## config.mk

```make
export PLATFORM = sky130hd
export DESIGN_NAME = rcc_clkdiv_multi
export DESIGN_NICKNAME = d
export VERILOG_FILES = /design/src/rtl/rcc_clkdiv_multi.sv
export SDC_FILE = /design/constraint.sdc
export NUM_CORES = 1
export LEC_CHECK = 0
export CELL_PAD_IN_SITES_DETAIL_PLACEMENT = 1
export CELL_PAD_IN_SITES_GLOBAL_PLACEMENT = 1
export CORE_MARGIN = 8
export CORE_UTILIZATION = 47
export DETAILED_ROUTE_END_ITERATION = 6
export PLACE_DENSITY_LB_ADDON = 0.1
export SETUP_SLACK_MARGIN = 0.5
export SLEW_MARGIN = 15
export SYNTH_ARGS = -nofsm -noshare
export SYNTH_HDL_FRONTEND = slang
export SYNTH_SLANG_ARGS = --single-unit
export TNS_END_PERCENT = 1
```

## constraint.sdc

```tcl
create_clock -name REF_CLK -period 4.66 [get_ports REF_CLK]
set_clock_uncertainty 0.05 [all_clocks]
set_input_delay 0.699 -clock REF_CLK [delete_from_list [all_inputs] [get_ports REF_CLK]]
set_output_delay 0.699 -clock REF_CLK [all_outputs]
set_load 0.005 [all_outputs]
```

## src/rtl/rcc_clkdiv_multi.sv

```systemverilog
// ============================================================================
// Module   : rcc_clkdiv_multi
// Brief    : Multi-channel programmable clock divider with shadowed ratios,
//            glitch-free ratio changes, enable/park, bypass and per-period TICK.
//            Optional macro CLKDIV_ODD_DUTY50_EN adds a negedge stage per channel
//            for 50% duty on odd ratios.
// Revision : 1.0 - initial release
// ============================================================================
`default_nettype none

module rcc_clkdiv_multi #(
    parameter int WIDTH         = 8,
    parameter int CHANNELS      = 4,
    parameter int DEFAULT_RATIO = 2
) (
    input  logic                      REF_CLK,
    input  logic                      RST,
    input  logic [CHANNELS*WIDTH-1:0] DIV_RATIO,
    input  logic [CHANNELS-1:0]       DIV_LOAD,
    input  logic [CHANNELS-1:0]       DIV_EN,
    output logic [CHANNELS-1:0]       OUT_CLK,
    output logic [CHANNELS-1:0]       TICK,
    output logic [CHANNELS-1:0]       LOAD_PENDING
);

    localparam logic [WIDTH-1:0] c_def_ratio = WIDTH'(DEFAULT_RATIO);
    localparam logic [WIDTH-1:0] c_min_div   = WIDTH'(2);

    // High-phase length in REF_CLK cycles; one extra bit keeps R = 2^WIDTH-1 safe.
    function automatic logic [WIDTH:0] high_cnt(input logic [WIDTH-1:0] r);
`ifdef CLKDIV_ODD_DUTY50_EN
        high_cnt = {1'b0, r} >> 1;
`else
        high_cnt = ({1'b0, r} + {{WIDTH{1'b0}}, r[0]}) >> 1;
`endif
    endfunction

    for (genvar g = 0; g < CHANNELS; g++) begin : g_chan
        logic [WIDTH-1:0] ratio_q, ratio_d;
        logic [WIDTH-1:0] shadow_q, shadow_d;
        logic [WIDTH-1:0] cnt_q, cnt_d;
        logic             pending_q, pending_d;
        logic             running_q, running_d;
        logic             div_q, div_d;
        logic             tick_q, tick_d;
        logic             w_bypass;
        logic             w_boundary;
        logic [WIDTH-1:0] w_r_next;
        logic             w_div_out;

        always_comb begin
            w_bypass   = (ratio_q < c_min_div);
            w_boundary = w_bypass | ~running_q | (cnt_q == (ratio_q - WIDTH'(1)));
            // A load on a boundary edge lands in shadow after the old shadow is applied.
            w_r_next   = (w_boundary & pending_q) ? shadow_q : ratio_q;

            ratio_d    = w_r_next;
            shadow_d   = DIV_LOAD[g] ? DIV_RATIO[g*WIDTH +: WIDTH] : shadow_q;
            pending_d  = DIV_LOAD[g] | (pending_q & ~w_boundary);
            running_d  = running_q;
            cnt_d      = cnt_q;
            div_d      = div_q;

            if (w_boundary) begin
                if (DIV_EN[g] && (w_r_next >= c_min_div)) begin
                    running_d = 1'b1;
                    cnt_d     = '0;
                    div_d     = 1'b1;
                end else begin
                    running_d = 1'b0;
                    cnt_d     = '0;
                    div_d     = 1'b0;
                end
            end else begin
                cnt_d = cnt_q + WIDTH'(1);
                div_d = ({1'b0, cnt_d} < high_cnt(ratio_q));
            end

            tick_d = running_d & (cnt_d == '0);
        end

        always_ff @(posedge REF_CLK or posedge RST) begin
            if (RST) begin
                ratio_q   <= c_def_ratio;
                shadow_q  <= c_def_ratio;
                cnt_q     <= '0;
                pending_q <= 1'b0;
                running_q <= 1'b0;
                div_q     <= 1'b0;
                tick_q    <= 1'b0;
            end else begin
                ratio_q   <= ratio_d;
                shadow_q  <= shadow_d;
                cnt_q     <= cnt_d;
                pending_q <= pending_d;
                running_q <= running_d;
                div_q     <= div_d;
                tick_q    <= tick_d;
            end
        end

`ifdef CLKDIV_ODD_DUTY50_EN
        logic div_n_q, div_n_d;

        always_comb begin
            div_n_d = div_q;
        end

        // Half-cycle delayed copy stretches odd-ratio high phase by half a REF_CLK.
        always_ff @(negedge REF_CLK or posedge RST) begin
            if (RST) begin
                div_n_q <= 1'b0;
            end else begin
                div_n_q <= div_n_d;
            end
        end

        assign w_div_out = ratio_q[0] ? (div_q | div_n_q) : div_q;
`else
        assign w_div_out = div_q;
`endif

        assign OUT_CLK[g]      = w_bypass ? (REF_CLK & DIV_EN[g]) : w_div_out;
        assign TICK[g]         = w_bypass ? DIV_EN[g] : tick_q;
        assign LOAD_PENDING[g] = pending_q;
    end

endmodule

`default_nettype wire
```

==> run summary <==
Synth-to-Final Area Change - 13.96%
PortBufs - 53
status - finished, final reports clean
Initial Util - 47.85%
Die ar. - 18880 µm²
die height - 137.4 µm
1st-iter DRT viols - 213
core area - 14480 µm²
Gate Count Post-Synth - 673
post-CTS setup buffer count - 0
DR vias - 5111
Critical Path Source Type - clock port
fillers - 1558
Synth async-reset ratio - 100.0%
relative slew slack - 48.93%
die width - 137.4 µm
global route overflow - 0
Synth Cell Area - 6928 µm²
number of synthesized flops with an enable pin - 0
LEAKAGE - 3.513 nW
max-cap violations - 0
Ports - 54
CP cell instances - clkbuf_16 > clkbuf_16 > nand2_1 > o21ai_0 > clkdlybuf4s50_1
Antenna Nets Post-Route - 0
sequential element share of the synthesized area - 40.60%
pwr dens - 665.9 nW/µm²
antenna violations before repair - 0
Vias/cell - 5.692
synthesized area per cell - 10.29 µm²
Routed WL - 16690 µm
share of layout cells above drive strength 1 - 14.85%
Top FF cell, synth - dfrtp_1
Post-CTS Hold Fix Bufs - 0
Final Setup Violations - 0
CP max-delay cell - clkdlybuf4s50_1
worst hold slack - 0.4621 ns
RSZ-0062 raised after global routing - false
distinct cell type count of the synthesized netlist - 62
first-pass GRT wire length - 28660 µm
total chip power - 5.257 mW
DRC violation count after routing - 0
Final Hold Fails - 0
Yosys warnings - 0
CP most frequent cell - clkbuf_16
Inserted Diodes - 0
largest net degree at the start of global routing - 44
clk_lat worst skew - 0.47 ns
hpwl dp - 12660 µm
Placer Congestion - 0.8334
Worst setup EP type - primary output
Setup crit start - REF_CLK
worst hold start - g_chan[3].shadow_q[0]
Bufs and invs on worst path - 3
1st-pass router iterations - 4
Worst EP required - 3.91 ns
Critical R2R Launch - g_chan[1].ratio_q[1]
Yosys reg bits - 112
Crit path max-delay family - buffers and inverters
CTS tree - built
Post-Syn Nets - 755
WS Path Type - clk2out
WL per Instance - 18.58 µm
Max IR drop VDD - 0.2591 mV
post-cts sizing count - 0
crit-path max FO - 2
Worst EP arrival - 3.27 ns
fin nets - 790
Crit path largest cell delay - 0.49 ns
clock transition at the registers of the reported paths - 0.07 ns
worst-margin pin slew - 0.7635 ns
hold crit path type - reg2reg
TNS Setup - 0 ns
gr usage total - 19.37%
Sequential Area - 2813 µm²
fin. max-slew vios - 0
vias in the first global route - 5664
num rows - 44
multi-input logic area - 3787 µm²
cell families (layout without fill, tap and decap cells):
| group | after synthesis | after routing | synth area share (%) |
|---|---|---|---|
| compound gates | 86 | 86 | 9.103 |
| flops | 112 | 112 | 40.60 |
| fa+ha+maj | 40 | 40 | 7.224 |
| xor+xnor | 84 | 84 | 10.62 |
| mux | 69 | 69 | 11.11 |
| buf+inv | 70 | 111 | 4.732 |
| simple gates | 212 | 212 | 16.62 |
per-layer routing:
layer | track usage (%) | share of wire (%) | vias up
met2 | 32.59 | 51 | 99
met1 | 22.45 | 42 | 2543
met5 | 0 | 0 | -
met4 | 8.751 | 2.3 | 0
li1 | - | - | 2439
met3 | 5.507 | 4.6 | 30
worst register-to-register path, cell delays in order (launching register included):
cell,delay (ns)
dfstp_2,0.62
inv_1,0.06
ha_1,0.30
xor2_1,0.19
o2111ai_1,0.20
o41ai_4,0.78
nand2_2,0.30
mux2_1,0.38
sequential cells by signal (all words and copies together), names as in the netlist:
| signal | count |
|---|---|
| g_chan.ratio_q | 32 |
| g_chan.shadow_q | 32 |
| g_chan.tick_q | 4 |
| g_chan.running_q | 4 |
| g_chan.pending_q | 4 |
| g_chan.cnt_q | 32 |
| g_chan.div_q | 4 |
through the flow:
step,area [µm²],std cells,setup WS [ns],utilization [%]
6_report,7895,898,0.6406,54.53
5_1_grt,7895,898,0.5729,54.53
4_1_cts,7895,898,0.5598,54.53
3_5_place_dp,7510,877,1.043,51.87
3_3_place_gp,7510,877,1.044,51.87
2_1_floorplan,6928,673,0.9652,-
synth_stat cells (15+ instances only):
cell type | count | area (µm²)
ha_1 | 40 | 500.5
xor2_1 | 50 | 437.9
xnor2_1 | 34 | 297.8
nor3_1 | 16 | 80.08
mux2_2 | 62 | 698.2
dfrtp_1 | 104 | 2603
and3_1 | 19 | 118.9
clkbuf_1 | 15 | 56.30
nand2_1 | 37 | 138.9
o21ai_0 | 20 | 100.1
nor2_1 | 37 | 138.9
inv_1 | 35 | 131.4
nand3_1 | 38 | 190.2
path summary, 6_finish.rpt:
| check | to | slack, ns | cells after the start |
|---|---|---|---|
| min in group asynchronous | g_chan[0].tick_q | 0.59 | 2 |
| max | OUT_CLK[3] | 0.64 | 5 |
| max reg2reg | g_chan[1].ratio_q[5] | 1.67 | 7 |
| max in group asynchronous | g_chan[1].shadow_q[1] | 3.10 | 3 |
| min | g_chan[3].ratio_q[0] | 0.46 | 1 |
| min reg2reg | g_chan[3].ratio_q[0] | 0.46 | 1 |
report_power, final:
part	leakage, nW	switching [mW]	internal, mW	total, mW
logic	1.98	1.21	1.16	2.38
clock network	0.215	0.427	0.561	0.988
registers	1.32	0.594	1.30	1.89
cells in the final DEF (no fill, tap or decap), types with 3 or more instances in the layout:
cell type,synthesis,final
a211oi_1,4,4
a21boi_0,4,4
a21o_1,7,7
a21oi_1,9,9
a32o_1,3,3
and2_1,5,5
and3_1,19,19
clkbuf_16,0,13
clkdlybuf4s50_1,0,53
dfrtp_1,104,104
dfstp_2,8,8
ha_1,40,40
inv_1,35,34
mux2_2,62,62
mux2i_1,6,6
nand2_1,37,37
nand2b_1,4,4
nand3_1,38,38
nand3b_1,3,3
nand4_1,9,9
nor2_1,37,37
nor2b_1,11,11
nor3_1,16,16
nor3b_1,4,4
nor4_1,11,11
o2111ai_1,5,5
o211ai_1,8,8
o21ai_0,20,20
o21bai_1,6,6
or4_1,3,3
xnor2_1,34,34
xor2_1,50,50
area by class of cell:
cell class                 count  share of cell area [%]
sequential                   112                   35.63
multi-input combinational    491                   47.97
clock inverter                 5                  0.4913
tap                          184                   2.916
clock buffer                  20                   4.897
inverter                      35                   1.696
timing repair buffer          51                   6.403
Power figures use the tool's default switching activity.
